$ cat config.mk
export PLATFORM = sky130hd
export DESIGN_NAME = yp_fifo_rd_stream
export DESIGN_NICKNAME = d
export VERILOG_FILES = /design/src/rtl/yp_fifo_pkg.sv /design/src/rtl/yp_fifo_rd_buf.sv /design/src/rtl/yp_fifo_rd_stream.sv
export SDC_FILE = /design/constraint.sdc
export NUM_CORES = 1
export LEC_CHECK = 0
export ABC_CLOCK_PERIOD_IN_PS = 1600
export CORE_ASPECT_RATIO = 1.4
export CORE_MARGIN = 1.5
export CORE_UTILIZATION = 32
export DETAILED_ROUTE_END_ITERATION = 8
export SYNTH_ARGS = -nofsm -noshare
export SYNTH_HDL_FRONTEND = slang
export SYNTH_SLANG_ARGS = --single-unit
export TNS_END_PERCENT = 1
$ cat constraint.sdc
create_clock -name i_clk -period 1.6 [get_ports i_clk]
set_clock_uncertainty 0.05 [all_clocks]
set_input_delay 0.32 -clock i_clk [delete_from_list [all_inputs] [get_ports i_clk]]
set_output_delay 0.32 -clock i_clk [all_outputs]
set_load 0.05 [all_outputs]
$ cat src/rtl/yp_fifo_pkg.sv
// yp_fifo_pkg: shared occupancy type and buffer depth for the FIFO read-side stream adapter.
package yp_fifo_pkg;
   typedef enum logic [1:0] {
      OCC_EMPTY = 2'd0,
      OCC_ONE   = 2'd1,
      OCC_TWO   = 2'd2
   } yp_rd_occ_e;
   localparam int YP_RD_BUF_DEPTH = 2;
endpackage

$ cat src/rtl/yp_fifo_rd_buf.sv
// yp_fifo_rd_buf: 2-entry head/tail output buffer; captures FIFO read data and pops on handshake.
module yp_fifo_rd_buf
   import yp_fifo_pkg::*;
#(
   parameter int DATA_WIDTH = 8
) (
   input  logic                  i_clk,
   input  logic                  i_rstn,
   input  logic                  i_flush,
   input  logic                  i_cap,
   input  logic [DATA_WIDTH-1:0] i_data,
   input  logic                  i_pop,
   output yp_rd_occ_e            o_occ,
   output logic [DATA_WIDTH-1:0] o_head
);
   logic [DATA_WIDTH-1:0] tail;
   logic                  cap_head;
   logic [1:0]            occ_nxt;

   // a capture lands in the head whenever the head is (or is about to become) free
   assign cap_head = i_cap & ((o_occ == OCC_EMPTY) | ((o_occ == OCC_ONE) & i_pop));
   assign occ_nxt  = 2'(o_occ) + {1'b0, i_cap} - {1'b0, i_pop};

   always_ff @(posedge i_clk or negedge i_rstn) begin
      if (!i_rstn) begin
         o_occ  <= OCC_EMPTY;
         o_head <= '0;
         tail   <= '0;
      end else if (i_flush) begin
         o_occ <= OCC_EMPTY;
      end else begin
         o_occ <= yp_rd_occ_e'(occ_nxt);
         if (cap_head) o_head <= i_data;
         else if (i_pop && o_occ == OCC_TWO) o_head <= tail;
         if (i_cap && !cap_head) tail <= i_data;
      end
   end
endmodule

$ cat src/rtl/yp_fifo_rd_stream.sv
// yp_fifo_rd_stream: FIFO read-side adapter presenting registered FIFO data on a valid/ready stream.
// Optional handshake counter port o_xfer_cnt is enabled by defining YP_FIFO_RD_CNT_EN.
module yp_fifo_rd_stream
   import yp_fifo_pkg::*;
#(
   parameter int DATA_WIDTH = 8,
   parameter int CNT_WIDTH  = 16
) (
   input  logic                  i_clk,
   input  logic                  i_rstn,
   input  logic                  i_flush,
   output logic                  o_fifo_rd_en,
   input  logic                  i_fifo_empty,
   input  logic [DATA_WIDTH-1:0] i_fifo_data,
   output logic                  o_valid,
   input  logic                  i_ready,
   output logic [DATA_WIDTH-1:0] o_data
`ifdef YP_FIFO_RD_CNT_EN
   ,
   output logic [CNT_WIDTH-1:0]  o_xfer_cnt
`endif
);
   yp_rd_occ_e occ;
   logic       inflight;
   logic       pop;
   logic [1:0] credit;

   if (CNT_WIDTH < 1) begin : g_cnt_width_check
      $error("CNT_WIDTH must be at least 1");
   end

   assign o_valid = (occ != OCC_EMPTY) & ~i_flush;
   assign pop     = o_valid & i_ready;
   // words that will occupy the buffer after this edge; a new read must still fit
   assign credit       = 2'(occ) + {1'b0, inflight} - {1'b0, pop};
   assign o_fifo_rd_en = i_rstn & ~i_fifo_empty & ~i_flush & (credit < 2'(YP_RD_BUF_DEPTH));

   always_ff @(posedge i_clk or negedge i_rstn) begin
      if (!i_rstn) inflight <= 1'b0;
      else         inflight <= o_fifo_rd_en;
   end

   yp_fifo_rd_buf #(.DATA_WIDTH(DATA_WIDTH)) u_buf (
      .i_clk   (i_clk),
      .i_rstn  (i_rstn),
      .i_flush (i_flush),
      .i_cap   (inflight),
      .i_data  (i_fifo_data),
      .i_pop   (pop),
      .o_occ   (occ),
      .o_head  (o_data)
   );

`ifdef YP_FIFO_RD_CNT_EN
   always_ff @(posedge i_clk or negedge i_rstn) begin
      if (!i_rstn)  o_xfer_cnt <= '0;
      else if (pop) o_xfer_cnt <= o_xfer_cnt + 1'b1;
   end
`endif
endmodule

==> metrics.yaml <==
timing:
  transition_time_at_the_pin_with_the_least_slew_margin_ps: 298.0
  period_needed_ps: 2143
  fin_hold_ws_ps: 432.8
  final-max-slew-violation-count: 0
  slew-limit-headroom_pct: 79.92
  rsz0062_at_grt: "true"
  final_count_of_negative_setup_slack_endpoints: 10
  final.setup.tns_ps: -2018
  max_freq_ghz: 0.4666
  finalHoldViolations: 0
  timing.final.crit_share_pct: 133.9
  setup_slack_ps: -543.0
power_and_ir_drop:
  power.density_cell_area_nw_per_um2: 1050
  sequentialPowerShare_pct: 38.9
  pwr-share-clk_pct: 21.4
  p_int_w: 0.001100
  p_sw_share_pct: 31.71
  net-switching-power_w: 0.0005106
  power.share.combinational_pct: 39.7
  total_leakage_power_nw: 0.7158
  peak_supply_drop_uv: 509.5
synth:
  syn-cell-area_um2: 942.2
  yosys.cell_types.count: 22
  synth_compound_gate_area_share_pct: 4.515
  synth_cells: 65
  syn-mean-instance-area_um2: 14.49
  synthesized_net_count: 79
  synth_xor_xnor_area_share_pct: 1.859
  synth_top_family_by_area: "multiplexers"
  postSynthRegisterBits: 19
  yosys.area_share.simple_pct: 7.171
  post_synth_fa_ha_maj_area_fraction_pct: 1.328
  post_synth_mux_area_share_pct: 31.87
  synth_sequential_area_ratio_pct: 50.46
  synth_warnings: 0
floorplanning:
  design.portCount: 23
  floorplan.initialDensity_pct: 33.41
  fp.dieW_um: 48.86
  area_enclosed_by_the_die_boundary_um2: 3283
  number_of_cell_rows: 23
  core_area_um2: 2820
  floorplan.die.height_um: 67.20
outcome:
  failed_checks: "setup timing"
  outcome: "finished, violations left"
worst_setup_path:
  worstPathMaxFanout: 2
  crit_start: "u_buf.o_occ[0]$_DFF_PN0_"
  worst_path_largest_cell_delay_ps: 400
  reg2reg_from: "u_buf.o_occ[1]$_DFF_PN0_"
  cpMaxStageDelayCell: "dfrtp_1"
  critical_path.cell_chain: "nor2_2, nor2_4, nand2_2, xnor2_1, ha_2, xor2_2, and3_4, buf_12"
  timing.critical_path.buf_inv: 1
  worstPathArrival_ps: 1770
  criticalPathCategory: "reg2out"
  crit_path_start_kind: "flip-flop"
  critical_path_required_ps: 1230
  endpoint_kind: "output port"
  path_delay_family: "simple AND/OR/NAND/NOR gates"
finish:
  area_delta_synth_final_pct: 62.82
  num-nets-final: 116
  n_antenna_cell: 0
  postLayoutCoreUtil_pct: 54.39
  layout.cells.non_filler: 138
  fill_cells: 255
  fraction_of_final_layout_cells_sized_beyond_drive_strength_1_pct: 59.41
global_route:
  antenna_violations_before_repair: 0
  grt_max_degree: 20
  globalRoute.totalOverflow: 0
  gr-usage-all-layers_pct: 13.27
  grt_first_pass_wirelength_um: 3291
  grt_pass1_vias: 707
detailed_routing:
  drt-total-wl_um: 1947
  drc: 0
  vias: 627
  detail_route.iter0.violations: 5
  drtAntennaViolNets: 0
  routedWlPerCell_um: 14.11
  viasPerCell: 4.543
  firstDrtPassIters: 3
cts:
  cts_inserted_buffers: 3
  clk_transition_reported_paths_ps: 80
  insertion_delay_ps: 260
  cts.htree.levels: 1
  cts.root.buffer_cell: "clkbuf_8"
  cts_num_sinks: 19
  cts_tree: "yes"
  clockBufferDepth: 2
  post_cts_hold_buffer_count: 0
placement:
  preCtsSetupSlack_ps: -682.4
  post_detail_place_hpwl_um: 1369
  gp_congestion: 0.7452
  io_buffer_count: 22
  placed_cells_incl_taps: 131
job:
  drv.max_cap_violation_count: 0
hold_path:
  min_path_type: "in2async"
## through the flow
| step | power, W | cell area [um^2] |
|---|---|---|
| 3_3_place_gp | 0.001213 | 1379 |
| 2_1_floorplan | 0.0009138 | 954.7 |
| 6_report | 0.001610 | 1534 |
| 3_5_place_dp | 0.001224 | 1379 |
| 4_1_cts | 0.001602 | 1494 |
| 5_1_grt | 0.001673 | 1534 |
## worst reg2reg max path, stage by stage, from the launching register on
cell      delay, ps
dfrtp_1         400
buf_6           120
buf_6           110
nand2b_4        140
a21oi_4         130
buf_12          150
mux2_4          300
mux2_4          260
## area by class of cell
type                    instances  area [um^2]  area share [%]
flip-flops and latches         19        475.5           31.00
multi-input cells              43        524.3           34.18
clock buffers                   3        41.29           2.692
well taps                      37        46.29           3.018
clock inverters                 1        7.507          0.4894
repair buffers                 34        435.4           28.39
inverters                       1        3.754          0.2447
## flip-flops by register name, indices dropped and copies added, names as in the netlist
register	cells
u_buf.o_occ	2
inflight	1
u_buf.o_head	8
u_buf.tail	8
## worst paths after layout
check                           depth (start not counted)  slack, ps                          end
worst max-delay path                                    8       -540                 o_fifo_rd_en
worst min-delay path                                    2        430  u_buf.o_head[0]$_DFFE_PN0P_
worst max register to register                          7       -180  u_buf.o_head[7]$_DFFE_PN0P_
worst min register to register                          1        470    u_buf.tail[6]$_DFFE_PN0P_
max in group asynchronous                               2        870  u_buf.o_head[4]$_DFFE_PN0P_
min in group i_clk                                      1        470    u_buf.tail[6]$_DFFE_PN0P_
## logic make-up (layout without fill, tap and decap cells)
| logic type | after synthesis | after routing |
|---|---|---|
| compound gates | 5 | 5 |
| xor+xnor | 2 | 2 |
| fa+ha+maj | 1 | 1 |
| buf+inv | 3 | 39 |
| flops | 19 | 19 |
| mux | 24 | 24 |
| simple gates | 11 | 11 |
## repair_timing
| action | in CTS | in global routing |
|---|---|---|
| hold endpoints to repair | 0 | 0 |
| pin swaps | 2 | 3 |
| resized for setup | 16 | 9 |
| endpoints found under the setup margin | 18 | 18 |
| setup buffers | 2 | 1 |
## power groups by stage
stage | logic [W] | clock network (W) | registers (W)
after global routing | 0.000665 | 0.000373 | 0.000635
final | 0.000639 | 0.000345 | 0.000626
after CTS | 0.000622 | 0.000355 | 0.000625
after detailed placement | 0.000592 | 0 | 0.000632
after floorplan | 0.000157 | 0 | 0.000757
after global placement | 0.000585 | 0 | 0.000628
## routing by layer
metal | up-vias | GRT usage [%] | wire length, um
met5 | - | 0 | 0
li1 | 295 | - | -
met2 | 14 | 22.60 | 988
met3 | 4 | 1.770 | 51
met1 | 314 | 16.34 | 870
met4 | 0 | 7.500 | 37
## placed cells by master, fill, tap and decap left out
cell type / count
a21oi_4: 1
dfrtp_1: 19
nand2b_4: 1
o21ai_0: 1
nand2b_1: 1
xor2_2: 1
nor2_4: 1
nor2b_1: 1
and3_4: 1
nor2_1: 2
dlygate4sd2_1: 2
clkbuf_8: 3
xnor2_1: 1
nor2_2: 1
buf_4: 7
clkinvlp_4: 1
mux2_2: 2
a21o_1: 1
a21oi_2: 2
clkdlybuf4s50_1: 10
or3b_1: 1
ha_2: 1
inv_1: 1
nand2_2: 1
mux2_4: 22
buf_6: 4
buf_12: 11
nand3b_1: 1
## synth_stat cells (all sizes together)
| cell | count | share of area [%] |
|---|---|---|
| nand3b | 1 | 0.80 |
| nand2b | 2 | 2.1 |
| mux2 | 24 | 32 |
| xnor2 | 1 | 0.93 |
| ha | 1 | 1.3 |
| or3b | 1 | 0.93 |
| o21ai | 1 | 0.53 |
| dfrtp | 19 | 50 |
| nand2 | 1 | 0.40 |
| and3 | 1 | 0.66 |
| inv | 1 | 0.40 |
| nor2 | 4 | 1.6 |
| nor2b | 1 | 0.66 |
| xor2 | 1 | 0.93 |
| a21o | 1 | 0.80 |
| buf | 2 | 2.4 |
| a21oi | 3 | 3.2 |
(Power assumes the default switching activity.)
==> edit 1: new RTL, same settings <==
Build with the macro `YP_FIFO_RD_CNT_EN` defined.
--- a/src/rtl/yp_fifo_rd_stream.sv
+++ b/src/rtl/yp_fifo_rd_stream.sv
@@ -1,5 +1,7 @@
 // yp_fifo_rd_stream: FIFO read-side adapter presenting registered FIFO data on a valid/ready stream.
 // Optional handshake counter port o_xfer_cnt is enabled by defining YP_FIFO_RD_CNT_EN.
+`define YP_FIFO_RD_CNT_EN
+
 module yp_fifo_rd_stream
    import yp_fifo_pkg::*;
 #(
Function (old outputs only; new: o_xfer_cnt): kept (Yosys induction, for registers that start in step).
==> edit 1 against the original RTL <==
The flow still finishes with violations (setup timing). Design area increased by 80%. Setup slack got worse by 0.47 ns. Global-route usage increased by 0.59 points. Area after synthesis increased by 74%. Total power increased by 120%. Routed wire length increased by 82%. Sequential cell count increased by 16. Final cell count increased by 86%. Critical path type unchanged. Largest power group unchanged. Highest routed layer unchanged.
==> edit 1: results (changes against the original RTL) <==
status:
  status: "finished with violations"
  violations: "setup timing"
cells_and_area:
  fin_nets: 208  # +79%
  drive_above_1_share_pct: 53.9  # -5.5 points
  syn2layout_area_growth_pct: 68.3
  diodes: 0  # unchanged
  stdcell_count: 257  # +86%
  fill_cells: 406  # +59%
place:
  dpl.cell_count: 246  # +88%
  dp_slack_ns: -1.16  # -0.475 ns
  gp_congestion: 0.759  # +1.9%
  post_dp_cell_area_um2: 2570  # +86%
  hpwl_mm: 2.70  # +97%
  io_buffers: 38  # +73%
yosys:
  ys_top_cells_by_area: "dfrtp_1 (54%), mux2_2 (17%), xnor2_1 (7.5%)"
  synth.distinct_cells: 27  # +23%
  netlist_top_cells_count: "dfrtp_1 (35), mux2_2 (25), xnor2_1 (14), nand3_1 (9)"
  synth_nets: 140  # +77%
  netlist_instances: 124  # +91%
grt:
  grt.met1_usage_pct: 14.7  # -1.6 points
  grt_max_degree: 36  # +80%
  grt_pass1_wl_mm: 6.00  # +82%
  grt.total_usage_pct: 13.9  # +0.59 points
  met2_usage_pct: 26.3  # +3.7 points
  grt.met3_usage_pct: 3.73  # +2.0 points
power_and_ir_drop:
  sw_frac_of_total_pct: 36.2  # +4.5 points
  ir_drop_mv: 0.879  # +73%
  p_leak_nw: 1.29  # +80%
timing:
  layout_setup_ws_ns: -1.02  # -0.474 ns
  tightest_slew_ns: 0.438  # +0.140 ns
  setup_viol: 12  # +2
cts:
  clkLatencyLatePin_ns: 0.29  # +0.03 ns
  h-tree-depth: 2  # +1
  numCtsBuffers: 5  # +2
drt:
  wl_met1_mm: 1.34  # +54%
  drt-total-wl_mm: 3.53  # +82%
  wl_met2_mm: 1.96  # +98%
critical_path:
  ff2ff_path_depth: 11  # +4
  critPathArrivalTime_ns: 2.25  # +0.48 ns
min_path:
  hold_path.startpoint: "u_buf.tail[4]$_DFFE_PN0P_"
edit 1: power groups by stage:
stage / clock network [mW] / registers, mW / logic (mW)
final: 0.653 / 1.24 / 1.67
after floorplan: 0 / 1.66 / 0.338
after global routing: 0.707 / 1.27 / 1.75
after CTS: 0.674 / 1.24 / 1.68
after global placement: 0 / 1.24 / 1.60
after detailed placement: 0 / 1.25 / 1.64
edit 1: worst paths after layout:
kind,end,slack (ns)
min in group asynchronous,o_xfer_cnt[2]$_DFFE_PN0P_,0.47
max in group asynchronous,u_buf.o_occ[0]$_DFF_PN0_,0.70
worst max register to register,inflight$_DFF_PN0_,-0.45
worst min-delay path,u_buf.tail[4]$_DFFE_PN0P_,0.46
worst min register to register,u_buf.tail[4]$_DFFE_PN0P_,0.46
worst max-delay path,o_fifo_rd_en,-1.02
edit 1: cells by family after synthesis:
group	count (synthesis)	share of synthesized area, %
fa+ha+maj	3	2.29
flops	35	53.5
xor+xnor	17	9.10
simple gates	34	12.9
buf+inv	5	1.38
mux	25	17.2
compound gates	5	3.59
edit 1: worst max-delay path, cell delays in order (launching register included):
cell	delay, ns
dfrtp_1	0.41
o21bai_4	0.20
inv_6	0.04
nand2_4	0.05
inv_2	0.04
ha_4	0.25
inv_2	0.03
ha_4	0.15
xnor2_2	0.13
xnor2_2	0.16
nor4b_4	0.29
buf_12	0.18
edit 1: cell type report:
cell class / instances / area share, %
repair buffers: 62 / 30.3
multi-input cells: 84 / 30.8
well taps: 64 / 2.91
inverters: 4 / 0.727
clock buffers: 5 / 2.50
clock inverters: 3 / 0.863
flip-flops and latches: 35 / 31.8
edit 1: what timing repair did:
item | in CTS | in global routing
pin swaps | 6 | 2
endpoints found under the setup margin | 30 | 27
hold buffers | 0 | 0
buffers inserted | 3 | 0
hold endpoints to repair | 0 | 0
resized for setup | 14 | 4
==> edit 2: new RTL, config.mk and constraints unchanged <==
Made on the original files. `DATA_WIDTH` is set to 8 in 2 places; all go to 10.
--- a/src/rtl/yp_fifo_rd_buf.sv
+++ b/src/rtl/yp_fifo_rd_buf.sv
@@ -2,7 +2,7 @@
 module yp_fifo_rd_buf
    import yp_fifo_pkg::*;
 #(
-   parameter int DATA_WIDTH = 8
+   parameter int DATA_WIDTH = 10
 ) (
    input  logic                  i_clk,
    input  logic                  i_rstn,
--- a/src/rtl/yp_fifo_rd_stream.sv
+++ b/src/rtl/yp_fifo_rd_stream.sv
@@ -3,7 +3,7 @@
 module yp_fifo_rd_stream
    import yp_fifo_pkg::*;
 #(
-   parameter int DATA_WIDTH = 8,
+   parameter int DATA_WIDTH = 10,
    parameter int CNT_WIDTH  = 16
 ) (
    input  logic                  i_clk,
Ports: changed (resized i_fifo_data and o_data); port bits go from 23 to 27. The function was not compared with the original's and may differ.
==> edit 2 against the original RTL <==
Die area rose by 17%. Critical path depth unchanged. Total power rose by 18%. Via count increased by 19%. Final cell count increased by 12%. Sequential cell count up 4. Design area up 16%. Fmax rose by 0.44%. Setup slack better by 0.0095 ns. Routed wire length up 12%. The flow still finishes with violations (setup timing). Area after synthesis increased by 18%. Largest power group unchanged. Count of clock-buffer cells in the layout did not move.
==> edit 2: results (changes against the original RTL) <==
status:
  violations: "setup timing"
  status: "finished with violations"
grt:
  grt_max_degree: 24  # +20%
  met2_usage_pct: 21.3  # -1.4 points
  grt_pass1_vias: 809  # +14%
  grt_overflow: 0  # unchanged
  grt.met3_usage_pct: 2.25  # +0.48 points
  grt.met1_usage_pct: 14.6  # -1.8 points
  grt_pass1_wl_mm: 3.53  # +7.3%
  grt.total_usage_pct: 12.3  # -1.0 points
  antenna_found_initial: 0  # unchanged
place:
  gp_congestion: 0.762  # +2.3%
  hpwl_mm: 1.52  # +11%
  post_dp_cell_area_um2: 1640  # +19%
  dp_slack_ns: -0.608  # +0.0744 ns
  io_buffers: 26  # +18%
cts:
  h-tree-depth: 1  # unchanged
  cts_setup_buffers: 0  # -2
  clkLatencyLatePin_ns: 0.26  # about the same
  cts.path.max_buffers: 2  # unchanged
  numCtsBuffers: 3  # unchanged
  cts-root-buf: "clkbuf_8"
critical_path:
  slowest_delay_ns: 0.39
  crit_family: "simple AND/OR/NAND/NOR gates"
  ff2ff_path_depth: 6  # -1
  r2r_setup_slack_ns: -0.08  # +0.10 ns
  critPathCapture: "o_fifo_rd_en"
  r2r-end: "u_buf.o_head[8]$_DFFE_PN0P_"
  crit_start: "u_buf.o_occ[0]$_DFF_PN0_"
cells_and_area:
  stdcell_count: 154  # +12%
  drive_above_1_share_pct: 60.5  # +1.1 points
  diodes: 0  # unchanged
  top_regs: "u_buf.o_head x10, u_buf.tail x10, u_buf.o_occ x2"
  fin_nets: 131  # +13%
yosys:
  synth_compound_area_share_pct: 4.50  # -0.016 points
  netlist_top_cells_count: "mux2_2 (26), dfrtp_1 (23), mux2_4 (4), nor2_1 (4)"
  synth_xor_area_share_pct: 1.57  # -0.28 points
  yosys_warnings: 0  # unchanged
  ys_top_cells_by_area: "dfrtp_1 (52%), mux2_2 (26%), mux2_4 (5.4%)"
  syn_avg_cell_area_um2: 14.8  # +2.3%
  synth.distinct_cells: 19  # -14%
  seq_area_frac_synth_pct: 51.7  # +1.3 points
  synthAdderAreaFrac_pct: 1.12  # -0.20 points
  synth_nets: 91  # +15%
  yosys-mux-area-fraction_pct: 31.7  # -0.15 points
drt:
  vias_per_cell: 4.86  # +6.9%
  drt-initial-drc-count: 3  # -2
  drt-wirelength-per-cell_um: 14.1  # +0.24%
  dr.pass1.iters: 3  # unchanged
timing:
  setup_viol: 12  # +2
  holdWs_ns: 0.390  # -0.0424 ns
  layout_setup_ws_ns: -0.534  # +0.00948 ns
  finalSetupTns_ns: -1.28  # +0.742 ns
  slew_headroom_pct: 76.8  # -3.2 points
min_path:
  hold_class: "primary input to asynchronous set/reset pin"
power_and_ir_drop:
  p_leak_nw: 0.822  # +15%
  ir_drop_mv: 0.716  # +41%
floorplanning:
  core_region_area_um2: 3350  # +19%
## edit 2: cell count changes after synthesis, sizes merged
cell,unedited run,this run
and2b,0,1
mux2,24,30
dfrtp,19,23
nor2b,1,0
## edit 2: final cells by class
class / instances / area [um^2]
well taps: 40 / 50.0
fillers: 290 / 1570
inverters: 1 / 3.75
flip-flops and latches: 23 / 576
multi-input cells: 49 / 613
clock buffers: 3 / 41.3
clock inverters: 1 / 7.51
repair buffers: 37 / 489
## edit 2: kinds of logic (layout without fill, tap and decap cells)
logic type               after synthesis  in the layout
buffers and inverters                  3             42
AO/OA/AOI/OAI                          5              5
multiplexers                          30             30
AND/OR/NAND/NOR                       11             11
adder cells (fa/ha/maj)                1              1
flip-flops                            23             23
XOR/XNOR                               2              2
## edit 2: power by group
part	switching (mW)	total, mW	internal (mW)	leakage [nW]
combinational	0.330	0.772	0.442	0.488
sequential	0.0842	0.760	0.675	0.312
clock	0.194	0.371	0.176	0.0217
total	0.609	1.90	1.29	0.822
## edit 2: metal layers
| metal | up-vias | wire length (um) |
|---|---|---|
| met5 | - | 0 |
| met4 | 0 | 40 |
| met3 | 5 | 81 |
| met2 | 17 | 1160 |
| met1 | 385 | 894 |
| li1 | 341 | - |
## edit 2: timing repair
item	4_1_cts	5_1_grt
cloned	0	0
endpoints found under the setup margin	21	21
resized for setup	7	19
endpoints found under the hold margin	0	0
pin swaps	3	3
hold buffers	0	0
